==> config.mk <==
export PLATFORM = sky130hd
export DESIGN_NAME = uart_tx_buffered_flat
export DESIGN_NICKNAME = d
export VERILOG_FILES = /design/src/rtl/uart_pkg.sv /design/src/rtl/uart_tx_buffered_if.sv /design/src/rtl/uart_fifo.sv /design/src/rtl/uart_tx_buffered.sv /design/src/flat_wrapper.sv
export SDC_FILE = /design/constraint.sdc
export NUM_CORES = 1
export LEC_CHECK = 0
export ABC_AREA = 1
export BUFFER_PORTS_ARGS = -buffer_cell sky130_fd_sc_hd__buf_4
export CAP_MARGIN = 20
export CORE_MARGIN = 8
export CORE_UTILIZATION = 44
export CTS_CLUSTER_SIZE = 10
export DETAILED_ROUTE_END_ITERATION = 7
export GPL_TIMING_DRIVEN = 0
export SETUP_SLACK_MARGIN = 0.1
export SYNTH_ARGS = -nofsm -noshare
export SYNTH_HDL_FRONTEND = slang
export SYNTH_SLANG_ARGS = --single-unit
==> constraint.sdc <==
create_clock -name clk -period 2.7 [get_ports clk]
set_clock_uncertainty 0.05 [all_clocks]
set_input_delay 0.135 -clock clk [delete_from_list [all_inputs] [get_ports clk]]
set_output_delay 0.135 -clock clk [all_outputs]
set_load 0.005 [all_outputs]
==> src/rtl/uart_pkg.sv <==
// Shared types and constants for the buffered UART transmitter.
package uart_pkg;
    typedef enum logic {IDLE, XMIT} tx_state_t;

    localparam logic START_BIT        = 1'b0;
    localparam logic STOP_BIT         = 1'b1;
    localparam int   FRAME_BITS       = 10;
    localparam int   DEFAULT_BAUD_DIV = 2604;
endpackage

==> src/rtl/uart_tx_buffered_if.sv <==
// Producer-side bus of the buffered UART transmitter: write port plus FIFO status.
interface uart_tx_buffered_if #(
    parameter int DEPTH = 8
);
    localparam int LW = $clog2(DEPTH) + 1;

    logic          wr_en;
    logic [7:0]    wr_data;
    logic          clr_ovf;
    logic          full;
    logic          empty;
    logic [LW-1:0] level;
    logic          overflow;

    modport master (output wr_en, wr_data, clr_ovf, input full, empty, level, overflow);
    modport slave  (input wr_en, wr_data, clr_ovf, output full, empty, level, overflow);
endinterface

==> src/rtl/uart_fifo.sv <==
// Synchronous byte FIFO with show-ahead head; full/empty derived from an occupancy counter.
module uart_fifo #(
    parameter int DEPTH = 8
) (
    input  logic                     clk,
    input  logic                     rst_n,
    input  logic                     wr_en,
    input  logic [7:0]               wr_data,
    input  logic                     rd_en,
    output logic [7:0]               rd_data,
    output logic                     full,
    output logic                     empty,
    output logic [$clog2(DEPTH):0]   level
);
    localparam int AW = $clog2(DEPTH);
    localparam int LW = AW + 1;

    logic [7:0]    mem [DEPTH];
    logic [AW-1:0] wr_ptr, rd_ptr;
    logic [LW-1:0] cnt;
    logic          push, pop;

    // full gates the write even when a pop frees a slot on the same edge
    assign push    = wr_en && !full;
    assign pop     = rd_en && !empty;
    assign full    = (cnt == LW'(DEPTH));
    assign empty   = (cnt == '0);
    assign level   = cnt;
    assign rd_data = mem[rd_ptr];

    always_ff @(posedge clk) begin
        if (push) mem[wr_ptr] <= wr_data;
    end

    always_ff @(posedge clk or negedge rst_n) begin
        if (!rst_n) begin
            wr_ptr <= '0;
            rd_ptr <= '0;
            cnt    <= '0;
        end else begin
            if (push) wr_ptr <= wr_ptr + AW'(1);
            if (pop)  rd_ptr <= rd_ptr + AW'(1);
            case ({push, pop})
                2'b10:   cnt <= cnt + LW'(1);
                2'b01:   cnt <= cnt - LW'(1);
                default: cnt <= cnt;
            endcase
        end
    end
endmodule

==> src/rtl/uart_tx_buffered.sv <==
// Buffered 8N1 transmitter: FIFO drained back-to-back by a two-state serializer.
module uart_tx_buffered
    import uart_pkg::*;
#(
    parameter int BAUD_DIV = DEFAULT_BAUD_DIV,
    parameter int DEPTH    = 8
) (
    input  logic                     clk,
    input  logic                     rst_n,
    uart_tx_buffered_if.slave        bus,
    output logic                     TX,
    output logic                     tx_busy,
    output logic                     tx_done
);
    localparam int BW = $clog2(BAUD_DIV);
    localparam logic [BW-1:0] BAUD_LAST = BW'(BAUD_DIV - 1);
    localparam logic [3:0]    LAST_BIT  = 4'(FRAME_BITS - 1);

    tx_state_t     state, state_nxt;
    logic [9:0]    shift_reg, shift_nxt;
    logic [BW-1:0] baud_cnt, baud_nxt;
    logic [3:0]    bit_cnt, bit_nxt;
    logic          done_nxt;
    logic          pop;
    logic [7:0]    head;
    logic          fifo_full, fifo_empty;
    logic          overflow_q;

    uart_fifo #(.DEPTH(DEPTH)) u_fifo (
        .clk     (clk),
        .rst_n   (rst_n),
        .wr_en   (bus.wr_en),
        .wr_data (bus.wr_data),
        .rd_en   (pop),
        .rd_data (head),
        .full    (fifo_full),
        .empty   (fifo_empty),
        .level   (bus.level)
    );

    assign bus.full     = fifo_full;
    assign bus.empty    = fifo_empty;
    assign bus.overflow = overflow_q;

    // Shift register idles at all ones, so TX is always a flop output
    assign TX      = shift_reg[0];
    assign tx_busy = (state == XMIT);

    always_comb begin
        state_nxt = state;
        shift_nxt = shift_reg;
        baud_nxt  = baud_cnt;
        bit_nxt   = bit_cnt;
        done_nxt  = 1'b0;
        pop       = 1'b0;
        case (state)
            IDLE: begin
                if (!fifo_empty) begin
                    pop       = 1'b1;
                    shift_nxt = {STOP_BIT, head, START_BIT};
                    baud_nxt  = '0;
                    bit_nxt   = '0;
                    state_nxt = XMIT;
                end
            end
            XMIT: begin
                if (baud_cnt == BAUD_LAST) begin
                    baud_nxt  = '0;
                    shift_nxt = {1'b1, shift_reg[9:1]};
                    bit_nxt   = bit_cnt + 4'd1;
                    if (bit_cnt == LAST_BIT) begin
                        state_nxt = IDLE;
                        done_nxt  = 1'b1;
                    end
                end else begin
                    baud_nxt = baud_cnt + BW'(1);
                end
            end
            default: state_nxt = IDLE;
        endcase
    end

    always_ff @(posedge clk or negedge rst_n) begin
        if (!rst_n) begin
            state     <= IDLE;
            shift_reg <= '1;
            baud_cnt  <= '0;
            bit_cnt   <= '0;
            tx_done   <= 1'b0;
        end else begin
            state     <= state_nxt;
            shift_reg <= shift_nxt;
            baud_cnt  <= baud_nxt;
            bit_cnt   <= bit_nxt;
            tx_done   <= done_nxt;
        end
    end

    // A dropped write sets the flag even if clr_ovf arrives on the same edge
    always_ff @(posedge clk or negedge rst_n) begin
        if (!rst_n)                        overflow_q <= 1'b0;
        else if (bus.wr_en && fifo_full)   overflow_q <= 1'b1;
        else if (bus.clr_ovf)              overflow_q <= 1'b0;
    end
endmodule

==> src/flat_wrapper.sv <==
// flat-port wrapper written by rule: the top's interface ports become plain ports
module uart_tx_buffered_flat import uart_pkg::*;
#(
    parameter int BAUD_DIV = DEFAULT_BAUD_DIV,
    parameter int DEPTH    = 8
)
  (clk, rst_n, TX, tx_busy, tx_done, bus_wr_en, bus_wr_data, bus_clr_ovf, bus_full, bus_empty, bus_level, bus_overflow);
  uart_tx_buffered_if #(.DEPTH(DEPTH)) bus_i ();
  input  logic clk;
  input  logic rst_n;
  output logic TX;
  output logic tx_busy;
  output logic tx_done;
  input wire logic [$bits(bus_i.wr_en)-1:0] bus_wr_en;
  input wire logic [$bits(bus_i.wr_data)-1:0] bus_wr_data;
  input wire logic [$bits(bus_i.clr_ovf)-1:0] bus_clr_ovf;
  output wire logic [$bits(bus_i.full)-1:0] bus_full;
  output wire logic [$bits(bus_i.empty)-1:0] bus_empty;
  output wire logic [$bits(bus_i.level)-1:0] bus_level;
  output wire logic [$bits(bus_i.overflow)-1:0] bus_overflow;
  assign bus_i.wr_en = bus_wr_en;
  assign bus_i.wr_data = bus_wr_data;
  assign bus_i.clr_ovf = bus_clr_ovf;
  assign bus_full = bus_i.full;
  assign bus_empty = bus_i.empty;
  assign bus_level = bus_i.level;
  assign bus_overflow = bus_i.overflow;
  uart_tx_buffered #(.BAUD_DIV(BAUD_DIV), .DEPTH(DEPTH)) u_core (.clk(clk), .rst_n(rst_n), .bus(bus_i), .TX(TX), .tx_busy(tx_busy), .tx_done(tx_done));
endmodule
# Yosys cells after proc, flatten, opt, wreduce, memory -nomap -nowiden
# Memory sizes are Yosys's and may differ from the RTL's.
# Cells that the tools add are included.
[totals]
elab_cells = 55
output_inout_bits = 10
ram_bits = 64
reg_bits = 39
memories = 1
in_bits = 12
[op_classes]
n_addsub = 6
reduce_logical = 9
n_eq_ne = 7
muxes = 22
bitwise = 1
[mem_list]
columns = ["memory", "words", "width", "read_ports", "rd_ports_with_merged_regs", "wr", "line_no", "text"]
rows = [
  ["u_core.u_fifo.mem", 8, 8, 1, 0, 1, "uart_fifo.sv:18", "logic [7:0] mem [DEPTH];"],
]
[op_table]
columns = ["cell", "n"]
rows = [
  ["$mux W12", 2],
  ["$pmux W12 S2", 1],
  ["$mux W10", 2],
  ["$pmux W10 S2", 1],
  ["$pmux W4 S2", 2],
  ["$add A12 B1 Y12 const B", 1],
  ["$eq A12 B12 Y1 const B", 1],
  ["$mux W1", 11],
  ["$add A4 B1 Y4 const B", 2],
  ["$eq A4 B4 Y1 const B", 2],
  ["$mux W4", 2],
  ["$add A3 B1 Y3 const B", 2],
  ["$logic_not A4 Y1", 1],
  ["$ne A2 B2 Y1 const B", 2],
  ["$reduce_bool A2 Y1", 2],
  ["$sub A4 B1 Y4 const B", 1],
  ["$logic_and A1 B1 Y1", 3],
  ["$eq A2 B1 Y1 const B", 1],
  ["$eq A2 B2 Y1 const B", 1],
  ["$logic_not A1 Y1", 2],
  ["$pmux W1 S2", 1],
  ["$reduce_and A2 Y1", 1],
  ["$not A1 Y1", 1],
]

# Depth between registers and ports, before layout
[logic_depth]
ltp_word = 6
mapped_depth = 11
ltp_nobuf = 11

# By module
# A second synthesis with hierarchy kept.
[unflattened]
cells_unflattened = 563
hier_area_um2 = 4961.0
[modules_own_cells]
columns = ["module", "seq_area_each_um2", "area_per_inst_um2", "cells_each", "instances"]
rows = [
  ["uart_fifo", 2172.1, 3399.5, 357, 1],
  ["uart_tx_buffered", 711.9, 1561.5, 206, 1],
]

# Least setup slack after synthesis
# Ideal clock, no wire load.
[synth_path]
path_type = "reg2reg"
startpoint = "reg u_core.u_fifo.cnt[0], in the netlist u_core.u_fifo.level[0]"
endpoint = "reg u_core.u_fifo.cnt[2], in the netlist u_core.u_fifo.level[2]"
period_less_slack_ps = 1993
setup_slack_ps = 707
arrival_ps = 1862
setup_ps = 82
n_path_buf = 0
path_stages_with_launch = 11
required_time_ps = 2568
cell_sequence = "dfrtp_1 -> nor2_1 -> nand2_1 -> nand2_1 -> inv_1 -> ha_1 -> xor2_1 -> ha_1 -> a21oi_1 -> or2_2 -> a31oi_1"
[synth_between]
elab_chain_cells = 6
word_cells_on_any_way = 14
classes_between = "add/sub (2); eq/ne (3); mux (3); reduce/logical (6)"
[synth_rtl]
columns = ["element", "line_no", "text"]
rows = [
  ["from (decl)", "uart_fifo.sv:20", "logic [LW-1:0] cnt;"],
  ["from (signal assigned)", "uart_fifo.sv:44", "2'b10: cnt <= cnt + LW'(1);"],
  ["from (signal assigned)", "uart_fifo.sv:45", "2'b01: cnt <= cnt - LW'(1);"],
  ["from (signal assigned)", "uart_fifo.sv:46", "default: cnt <= cnt;"],
  ["$logic_not A4 Y1 (*)", "uart_fifo.sv:27", "assign empty = (cnt == '0);"],
  ["$mux W1", "uart_tx_buffered.sv:58", "if (!fifo_empty) begin"],
  ["$mux W1", "uart_tx_buffered.sv:56", "case (state)"],
  ["$logic_and A1 B1 Y1 (*)", "uart_fifo.sv:25", "assign pop = rd_en && !empty;"],
  ["named net u_core.u_fifo.pop", "uart_fifo.sv:21", "logic push, pop;"],
  ["$eq A2 B1 Y1 / $eq A2 B2 Y1 (equally long branches)", "uart_fifo.sv:43", "case ({push, pop})"],
  ["$pmux W4 S2 / $reduce_bool A2 Y1 (equally long branches)", "--", ""],
]
# The timed path passes the listed nets; every way through them passes the cells marked *.
# A chain may end at the register's enable or synchronous reset.

# Final worst setup path
[layout_path]
startpoint = "reg u_core.state, in the netlist u_core.tx_busy"
endpoint = "reg u_core.u_fifo.cnt[2], in the netlist u_core.u_fifo.level[2]"
[layout_between]
elab_chain_cells = 4
word_cells_on_any_way = 6
classes_between = "eq/ne (2); mux (2); reduce/logical (2)"
[layout_rtl]
columns = ["element", "line_no", "text"]
rows = [
  ["from (decl)", "uart_tx_buffered.sv:19", "tx_state_t state, state_nxt;"],
  ["from (signal assigned)", "uart_tx_buffered.sv:91", "state <= state_nxt;"],
  ["$mux W1 (*)", "uart_tx_buffered.sv:56", ""],
  ["$logic_and A1 B1 Y1 (*)", "uart_fifo.sv:25", ""],
  ["named net u_core.u_fifo.pop", "uart_fifo.sv:21", ""],
  ["$eq A2 B1 Y1 / $eq A2 B2 Y1 (equally long branches)", "uart_fifo.sv:43", ""],
  ["$pmux W4 S2 / $reduce_bool A2 Y1 (equally long branches)", "--", ""],
]
# Marked as above.

==> impl_metrics.env <==
export IMPL_cp_common_cell="ha_1"
export IMPL_cp_max_fo=10
export IMPL_ir_worst_vdd_v=0.0004759
export IMPL_drt_iter0_markers=257
export IMPL_run_status="completed"
export IMPL_antenna_found_initial=0
export IMPL_critPathKind="reg -> reg"
export IMPL_tightest_slew_ps=974.2
export IMPL_hp_class="in -> reg"
export IMPL_ant_nets=0
export IMPL_relSlewSlack=0.3481
export IMPL_ys_ff_latch=102
export IMPL_postSynthAreaPerCell_sq_um=10.36
export IMPL_dp_hpwl_um=6544
export IMPL_grt_util_met3=0.03950
export IMPL_cpMaxStageDelayCell="dfrtp_1"
export IMPL_holdPathEnd="u_core.u_fifo.wr_ptr[0]$_DFFE_PN0P_"
export IMPL_use_met1=0.1780
export IMPL_final_area_sq_mm=0.005234
export IMPL_track_usage=0.1469
export IMPL_die_y_um=118.3
export IMPL_grt_pass1_wl_um=16330
export IMPL_clk_pin_slew_ps=100
export IMPL_worstPathRequired_ps=2950
export IMPL_viasPerCell=5.016
export IMPL_grt_most_used_layer="met2"
export IMPL_cp_slowest_stage_delay_ps=410
export IMPL_post_synth_top_area_fraction=0.4171
export IMPL_largest_register_ff_count=64
export IMPL_grt_use_met2=0.2536
export IMPL_htree_levels=3
export IMPL_grt_max_degree=39
export IMPL_netlist_instances=445
export IMPL_setup_tns_final_ps=0
export IMPL_die_w_um=118.3
export IMPL_fmax_mhz=437.2
export IMPL_r2r_start="u_core.tx_busy$_DFF_PN0_"
export IMPL_synth_async_reset_ratio=0.3725
export IMPL_grt_pass1_vias=3222
export IMPL_core_area_sq_mm=0.01023
export IMPL_fp_dieArea_sq_mm=0.01400
export IMPL_synth_common_cells="nand2_1, nand3_1, edfxtp_1"
export IMPL_cp_arrival_ps=2530
export IMPL_io_buffers=21
export IMPL_post_cts_buffers=0
export IMPL_hold_viol_final=0
export IMPL_hold_depth=4
export IMPL_rrSetupSlack_ps=410
export IMPL_area_delta_synth_final_pct=13.58
export IMPL_tritoncts="built"
export IMPL_synth_nets=465
export IMPL_nets=508
export IMPL_setup_viol=0
export IMPL_worst_path_dominant_cell_family="simple AND/OR/NAND/NOR gates"
export IMPL_worstPathCellList="clkinv_1 -> nand2_1 -> inv_1 -> ha_1 -> xor2_1 -> ha_1 -> a21oi_1 -> or2_2 -> a31oi_1"
export IMPL_critical_path_buf_inv_count=2
export IMPL_period_share=0.8470
export IMPL_crit_path_end_kind="flop"
export IMPL_yosysMostFrequentCell="nand2_1"
export IMPL_layout_drive_gt1_share=0.1744
export IMPL_maxCapViolCount=0
export IMPL_wl_um=9794
export IMPL_cts_buffers=9
export IMPL_powerDensity_mw_per_mm2=788.9
export IMPL_fin_crit_ps=2287
export IMPL_placementRows=37
export IMPL_whs_ps=115.7
export IMPL_num_vias=3155
export IMPL_synth_edf_count=64
export IMPL_ys_seq_area_frac=0.6258
export IMPL_wl_per_cell_um=15.57
export IMPL_cts_buffer_depth=2
export IMPL_io_pins=22
export IMPL_drt_pass1_iterations=4
export IMPL_synth_ff_type="edfxtp_1"
export IMPL_worstReg2RegEnd="u_core.u_fifo.level[2]$_DFFE_PN0P_"
export IMPL_finalMaxSlewViolations=0
export IMPL_worst_r2r_path_depth=9
export IMPL_synth_area_leaders="edfxtp_1, dfrtp_1, nand2_1, nand3_1, dfstp_2"
export IMPL_gp_congestion=0.7943
export IMPL_floorplan_initialDensity=0.4504
export IMPL_ys_warnings_count=0
export IMPL_root_buffer="clkbuf_8"
export IMPL_hold_start="bus_wr_en"
export IMPL_netlist_top_cell_by_area="edfxtp_1"
export IMPL_clock_latency_ps=370
export IMPL_cts_resized=0
export IMPL_rsz0062_at_grt="no"
export IMPL_clock_sinks=102
export IMPL_diodes=0
export IMPL_crit_path_start_kind="flop"
export IMPL_leakagePower_nw=2.171
export IMPL_drc=0
export IMPL_syn_area_sq_mm=0.004608
export IMPL_yosysUniqueCellTypes=32
export IMPL_placed_area_sq_mm=0.004936
export IMPL_grt_overflow=0
==> final cells by class <==
class | instances | area [sq um]
Timing Repair Buffer | 32 | 267.8
Fill cell | 921 | 4997
Inverter | 28 | 105.1
Sequential cell | 102 | 2884
Tap cell | 136 | 170.2
Clock buffer | 9 | 123.9
Buffer | 16 | 113.9
Multi-Input combinational cell | 299 | 1505
Clock inverter | 7 | 63.81
==> worst register-to-register path, stage by stage, from the launching register on <==
cell and delay (ps):
dfrtp_1 410, clkinv_1 290, nand2_1 250, inv_1 130, ha_1 240, xor2_1 200, ha_1 180, a21oi_1 50
or2_2 300, a31oi_1 120
==> kinds of logic (layout without fill, tap and decap cells) <==
group                      count (synthesis)  count (layout)  synth area share
AOI/OAI and AO/OA                         23              23           0.02742
xor gates and xnor gates                  14              14           0.02661
adders and majority gates                  8               8           0.02172
buffers and inverters                     44              92           0.04752
DFF                                      102             102            0.6258
and+or+nand+nor                          254             254            0.2509
==> worst max path at each step <==
stage	from	end	cells past startpoint
finish	u_core.tx_busy$_DFF_PN0_	u_core.u_fifo.level[2]$_DFFE_PN0P_	9
global route	u_core.tx_busy$_DFF_PN0_	u_core.u_fifo.level[2]$_DFFE_PN0P_	9
CTS	u_core.tx_busy$_DFF_PN0_	u_core.u_fifo.level[2]$_DFFE_PN0P_	9
detailed placement	u_core.u_fifo.level[0]$_DFFE_PN0P_	u_core.u_fifo.mem[2][6]$_DFFE_PP_	5
global placement	u_core.u_fifo.level[2]$_DFFE_PN0P_	u_core.u_fifo.mem[2][6]$_DFFE_PP_	5
floorplan	u_core.u_fifo.level[0]$_DFFE_PN0P_	u_core.u_fifo.level[2]$_DFFE_PN0P_	10
==> through the flow <==
step                power, W  cells  setup WS [ps]    util
detailed placement  0.003219    602          406.4  0.4825
finish              0.004129    629          413.0  0.5116
CTS                 0.004164    629          379.7  0.5116
global placement    0.003184    602          461.6  0.4825
global route        0.004389    629          244.7  0.5116
floorplan           0.002873    445          706.6       -
==> what timing repair did <==
item | CTS | global route
setup endpoints to repair | 0 | 0
hold buffers | 11 | 0
hold endpoints to repair | 94 | 0
==> placed cells by master (no fill, tap or decap), drive strengths merged, types with 3 or more instances in the layout <==
cell type	netlist	routed
buf	14	35
clkbuf	2	11
clkinv	3	5
dfrtp	29	29
dfstp	9	9
dlygate4sd3	0	11
edfxtp	64	64
ha	8	8
inv	25	29
nand2	134	134
nand3	80	80
nand4	5	5
nor2	22	22
nor3	5	5
o21ai	13	13
o22ai	5	5
or2	8	8
xnor2	3	3
xor2	11	11
==> layer usage <==
layer  vias up  routed length, um
met2        46               4997
met3         6                357
li1       1588                  -
met5         -                  0
met1      1515               4357
met4         0                 82
==> where the power goes <==
part	leakage, nW	total [W]	switching [W]	internal [W]
clock network	0.0956	0.000930	0.000572	0.000358
registers	1.04	0.00212	0.000163	0.00195
logic	1.03	0.00108	0.000674	0.000408
total	2.17	0.00413	0.00141	0.00272
Power figures use the tool's default switching activity.
